**src/rtl/router_pkg.sv**
```systemverilog
// Shared types, register offsets and the round-robin pick used by the egress collector.
package router_pkg;

    localparam int NUM_PORTS = 4;

    typedef logic [1:0] port_id_t;

    localparam logic [3:0] REG_OCC    = 4'h0;
    localparam logic [3:0] REG_DROP01 = 4'h4;
    localparam logic [3:0] REG_DROP23 = 4'h8;
    localparam logic [3:0] REG_CLR    = 4'hC;

    // First requester after ptr (ptr itself is searched last); the descending
    // scan lets the nearest candidate overwrite the farther ones.
    function automatic port_id_t rr_grant(input port_id_t ptr, input logic [NUM_PORTS-1:0] req);
        port_id_t g;
        port_id_t c;
        g = ptr;
        for (int k = NUM_PORTS; k >= 1; k--) begin
            c = ptr + port_id_t'(k);
            if (req[c]) g = c;
        end
        return g;
    endfunction

endpackage

```
**src/rtl/router_egress_fifo.sv**
```systemverilog
// Single-lane synchronous FIFO; head entry is visible combinationally on dout.
module router_egress_fifo #(
    parameter int DATA_W = 8,
    parameter int DEPTH  = 4
) (
    input  logic                     clk,
    input  logic                     rst,
    input  logic                     push,
    input  logic                     pop,
    input  logic [DATA_W-1:0]        din,
    output logic [DATA_W-1:0]        dout,
    output logic                     full,
    output logic                     empty,
    output logic [$clog2(DEPTH):0]   count
);
    localparam int AW = $clog2(DEPTH);

    logic [DATA_W-1:0] mem_q [DEPTH];
    logic [AW-1:0]     wr_ptr_q, rd_ptr_q;
    logic [AW:0]       count_q;
    logic              wr, rd;

    assign full  = (count_q == (AW+1)'(DEPTH));
    assign empty = (count_q == '0);
    assign count = count_q;
    assign dout  = mem_q[rd_ptr_q];

    // A push into a full FIFO is still accepted when the head leaves the same cycle.
    assign wr = push && (!full || pop);
    assign rd = pop && !empty;

    always_ff @(posedge clk) begin
        if (rst) begin
            wr_ptr_q <= '0;
            rd_ptr_q <= '0;
            count_q  <= '0;
        end else begin
            if (wr) begin
                mem_q[wr_ptr_q] <= din;
                wr_ptr_q        <= wr_ptr_q + AW'(1);
            end
            if (rd) rd_ptr_q <= rd_ptr_q + AW'(1);
            count_q <= count_q + {{AW{1'b0}}, wr} - {{AW{1'b0}}, rd};
        end
    end

endmodule

```
**src/rtl/router_egress_collector.sv**
```systemverilog
// Buffers four unstallable router egress lanes and merges them round-robin onto
// one valid/ready stream, with saturating per-lane drop counters on a register port.
module router_egress_collector
    import router_pkg::*;
#(
    parameter int DATA_W = 8,
    parameter int DEPTH  = 4,
    parameter int CNT_W  = 16
) (
    input  logic                              clk,
    input  logic                              rst,
    input  logic [NUM_PORTS-1:0][DATA_W-1:0]  data_in,
    input  logic [NUM_PORTS-1:0]              valid_in,
    output logic [DATA_W-1:0]                 out_data,
    output port_id_t                          out_port,
    output logic                              out_valid,
    input  logic                              out_ready,
    input  logic [3:0]                        reg_addr,
    input  logic                              reg_en,
    input  logic                              reg_we,
    input  logic [31:0]                       reg_wdata,
    output logic [31:0]                       reg_rdata
);
    localparam int CW = $clog2(DEPTH) + 1;

    logic [NUM_PORTS-1:0][DATA_W-1:0] fifo_dout;
    logic [NUM_PORTS-1:0][CW-1:0]     fifo_cnt;
    logic [NUM_PORTS-1:0]             fifo_full, fifo_empty, pop, drop;
    logic [NUM_PORTS-1:0][CNT_W-1:0]  drop_cnt_q, drop_cnt_d;

    logic [DATA_W-1:0] out_data_q, out_data_d;
    port_id_t          out_port_q, out_port_d, ptr_q, ptr_d, grant;
    logic              out_valid_q, out_valid_d;
    logic              free, any_req, clr;
    logic [15:0]       occ;
    logic              unused_wdata;

    assign unused_wdata = ^reg_wdata;

    for (genvar i = 0; i < NUM_PORTS; i++) begin : g_lane
        router_egress_fifo #(.DATA_W(DATA_W), .DEPTH(DEPTH)) u_fifo (
            .clk   (clk),
            .rst   (rst),
            .push  (valid_in[i]),
            .pop   (pop[i]),
            .din   (data_in[i]),
            .dout  (fifo_dout[i]),
            .full  (fifo_full[i]),
            .empty (fifo_empty[i]),
            .count (fifo_cnt[i])
        );
        assign pop[i]         = free && any_req && (grant == port_id_t'(i));
        assign drop[i]        = valid_in[i] && fifo_full[i] && !pop[i];
        assign occ[4*i +: 4]  = 4'(fifo_cnt[i]);
    end

    assign free    = !out_valid_q || out_ready;
    assign any_req = |(~fifo_empty);
    assign grant   = rr_grant(ptr_q, ~fifo_empty);
    assign clr     = reg_en && reg_we && (reg_addr == REG_CLR);

    always_comb begin
        out_valid_d = out_valid_q;
        out_data_d  = out_data_q;
        out_port_d  = out_port_q;
        ptr_d       = ptr_q;
        if (free) begin
            out_valid_d = any_req;
            if (any_req) begin
                out_data_d = fifo_dout[grant];
                out_port_d = grant;
                ptr_d      = grant;
            end
        end
        for (int i = 0; i < NUM_PORTS; i++) begin
            drop_cnt_d[i] = drop_cnt_q[i];
            // Clear beats a simultaneous drop; counters stick at all-ones.
            if (clr)
                drop_cnt_d[i] = '0;
            else if (drop[i] && (drop_cnt_q[i] != '1))
                drop_cnt_d[i] = drop_cnt_q[i] + CNT_W'(1);
        end
    end

    always_ff @(posedge clk) begin
        if (rst) begin
            out_valid_q <= 1'b0;
            out_data_q  <= '0;
            out_port_q  <= '0;
            ptr_q       <= port_id_t'(NUM_PORTS - 1);
            drop_cnt_q  <= '0;
        end else begin
            out_valid_q <= out_valid_d;
            out_data_q  <= out_data_d;
            out_port_q  <= out_port_d;
            ptr_q       <= ptr_d;
            drop_cnt_q  <= drop_cnt_d;
        end
    end

    assign out_valid = out_valid_q;
    assign out_data  = out_data_q;
    assign out_port  = out_port_q;

    always_comb begin
        reg_rdata = '0;
        case (reg_addr)
            REG_OCC:    reg_rdata = {16'h0, occ};
            REG_DROP01: reg_rdata = {16'(drop_cnt_q[1]), 16'(drop_cnt_q[0])};
            REG_DROP23: reg_rdata = {16'(drop_cnt_q[3]), 16'(drop_cnt_q[2])};
            default:    reg_rdata = '0;
        endcase
    end

endmodule

```
**config.mk**
```make
export PLATFORM = sky130hd
export DESIGN_NAME = router_egress_collector
export DESIGN_NICKNAME = d
export VERILOG_FILES = /design/src/rtl/router_pkg.sv /design/src/rtl/router_egress_fifo.sv /design/src/rtl/router_egress_collector.sv
export SDC_FILE = /design/constraint.sdc
export NUM_CORES = 1
export LEC_CHECK = 0
export ABC_CLOCK_PERIOD_IN_PS = 11300
export CAP_MARGIN = 20
export CORE_MARGIN = 5
export CORE_UTILIZATION = 35
export DETAILED_ROUTE_END_ITERATION = 6
export SYNTH_ARGS = -nofsm -noshare
export SYNTH_HDL_FRONTEND = slang
export SYNTH_HIERARCHICAL = 1
export SYNTH_SLANG_ARGS = --single-unit
```
**constraint.sdc**
```tcl
create_clock -name clk -period 11.3 [get_ports clk]
set_input_delay 1.695 -clock clk [delete_from_list [all_inputs] [get_ports clk]]
set_output_delay 1.695 -clock clk [all_outputs]
set_load 0.02 [all_outputs]
```
==> results.cfg <==
[timing]
fin_skew_ns = 0.01138
slew_violations = 0
tightest_slew_ns = 1.043
rsz0062_at_grt = no
final.setup.tns_ns = 0
finalCriticalPeriod_ns = 5.858
fmax_ghz = 0.1707
max_slew_margin = 0.3050
setup_viol = 0
fin_ws_ns = 5.442
fin_crit_sh = 0.5184
finalHoldViolCount = 0

[synthesis]
ys.flop_type = edfxtp_1
synth-simple-area-share = 0.1563
async_flop_share = 0
synth_fp_nets = 1090
ys_seq_area_frac = 0.5268
syn-instance-count = 981
ys_ff_latch = 241
synth_area_um2 = 11590
syn_avg_cell_area_um2 = 11.82
synth_top_cell_by_area = edfxtp_1
yosysTopAreaCellShare = 0.3316
synthMuxAreaShare = 0.1167
yosysMostFrequentCell = edfxtp_1
ys_top_cells_by_area = edfxtp_1 33%, dfxtp_1 20%, mux4_2 6.2%
synth_compound_area_frac = 0.1147
yosys-top-cells-count = 128 x edfxtp_1, 113 x dfxtp_1, 76 x nand2_1
synth-edff-count = 128
synth.distinct_cells = 65
synthAdderAreaFrac = 0.03713
synth_xor_area_frac = 0.009067
synth_warnings = 6
synth_top_family_by_area = simple AND/OR/NAND/NOR gates

[pwr]
netSwitchingFraction = 0.3320
power.switching_mw = 0.9899
cellLeakagePower_nw = 4.730
pwr-share-clk = 0.323
vdd_drop_max_mv = 0.1535
power_frac_seq = 0.373
power_density_nw_per_um2 = 213.5
comb_power_share = 0.303
p_int_mw = 1.992

[critical_path]
critPathCaptureType = output port
crit_chain = clkdlybuf4s50_1, nor3b_1, nor2b_2, buf_4, a222oi_1, inv_1, clkdlybuf4s50_1
path_buf_inv = 4
cp_common_cell = clkdlybuf4s50_1
required_ns = 9.61
path_delay_family = buffers and inverters
crit_slowest_cell = clkdlybuf4s50_1
startpoint_type = primary input
critPathKind = primary input to output port
worstPathArrival_ns = 4.16
max_stage_delay_ns = 0.61
critPathMaxFanout = 32

[global_route]
grt_pass1_wl_um = 42380
grt_usage = 0.1427
grt_antenna_before_repair = 0
grt_pass1_vias = 7707
grt_max_degree = 74
grt-ovfl-total = 0

[placed_design]
gp_congestion = 0.7981
dpl_worst_slack_ns = 5.451
io_buffers = 87
post-dp-hpwl_um = 17950

[drt]
drt.antenna.violating_nets = 0
dr.pass1.iters = 6
via_per_inst = 5.249
drtIter0Drc = 626
wire_per_inst_um = 17.54
vias = 8031
drc = 0
wirelength_um = 26840

[cells_and_area]
num-nets-final = 1176
drive_above_1_share = 0.1342
n_antenna_cell = 0
seq_area_um2 = 6106
multi_input_area_um2 = 5076
fillers = 3030
syn2layout_area_growth_pct = 20.50

[clock_tree]
ctsResizeCount = 0
htreeDepth = 1
cts_tree = yes
clk_pin_slew_ns = 0.06
cts_hold_buf = 0
clockRootBuffer = clkbuf_16
cts_sinks = 241
cts_buffers = 27
clk_latency_ns = 0.55
clk_path_buf_depth = 3
post_cts_buffers = 0

[floorplan]
io_pins = 120
die_w_um = 192.0
core_um2 = 32620
die_area_um2 = 36860
initial_core_util = 0.3554
rows = 66
die_h_um = 192.0

[flow_run]
drv_cap = 0

[hold_path]
hold_class = flip-flop to flip-flop

[run_status]
status = finished, final reports clean
## power groups by stage
stage | Clock, mW | Sequential (mW) | Combinational [mW]
after floorplan | 0 | 1.09 | 0.724
after global placement | 0 | 1.13 | 0.892
after detailed placement | 0 | 1.13 | 0.904
after CTS | 0.985 | 1.12 | 0.911
after global routing | 1.02 | 1.13 | 0.999
final | 0.964 | 1.11 | 0.904
## registers in the layout (all words and copies together) (netlist names), named ones only
| signal | flops |
|---|---|
| out_valid | 1 |
| g_lane.u_fifo/mem_q | 128 |
| g_lane.u_fifo/wr_ptr_q | 8 |
| out_data | 8 |
| out_port | 2 |
| g_lane.u_fifo/count | 12 |
| ptr_q | 2 |
| drop_cnt_q | 64 |
| g_lane.u_fifo/rd_ptr_q | 8 |
## final timing paths
path,startpoint,endpoint,slack [ns],cells after the start
setup / recovery,reg_addr[2],reg_rdata[4],5.44,7
hold / removal,g_lane[1].u_fifo/rd_ptr_q[1],flip-flop,0.49,2
setup reg to reg,g_lane[3].u_fifo/count[1],g_lane[2].u_fifo/count[2],6.56,14
hold reg to reg,g_lane[1].u_fifo/rd_ptr_q[1],flip-flop,0.49,2
## logic make-up after synthesis
logic type,Yosys count
flip-flops,241
adder cells (fa/ha/maj),32
AO/OA/AOI/OAI,172
AND/OR/NAND/NOR,327
multiplexers,92
buffers and inverters,105
XOR/XNOR,12
## routing by layer
metal  global-route usage  vias up  wire (um)
li1                     -     3904          -
met4              0.02825        0        420
met2               0.2220      171      12010
met5                    0        -          0
met3              0.02526       32       1370
met1               0.2106     3924      13040
## layout make-up
class	count	share of cell area
clock buffers	35	0.05339
clock inverters	15	0.01729
inverters	49	0.01317
multi-input cells	635	0.3634
flip-flops and latches	241	0.4372
well taps	442	0.03960
repair buffers	113	0.07597
## metrics by stage
stage / cells / instance area [um2] / hold WS (ns) / utilization / power (mW)
final: 1530 / 13970 / 0.4880 / 0.4282 / 2.982
after floorplan: 981 / 11590 / 0.4549 / - / 1.813
after global placement: 1480 / 12980 / 0.4714 / 0.3979 / 2.023
after global routing: 1530 / 13970 / 0.5052 / 0.4282 / 3.148
after detailed placement: 1480 / 12980 / 0.4830 / 0.3979 / 2.038
after CTS: 1530 / 13970 / 0.4907 / 0.4282 / 3.013
## tightest hold or removal path, stage by stage (launching register included)
cell and delay [ns]:
dfxtp_1 0.30, o21ai_0 0.06, a21oi_1 0.07
## cells in the final DEF, fill, tap and decap left out, types with 28 or more instances in the layout
master and count:
edfxtp_1 128, mux2i_1 47, clkdlybuf4s50_1 86, ha_1 28
mux4_2 32, nand3_1 28, a21oi_1 36, inv_1 49
nor2_1 45, dfxtp_1 113, nand2b_1 34, nand2_1 76
No activity file was read; power rests on OpenSTA's default activity.
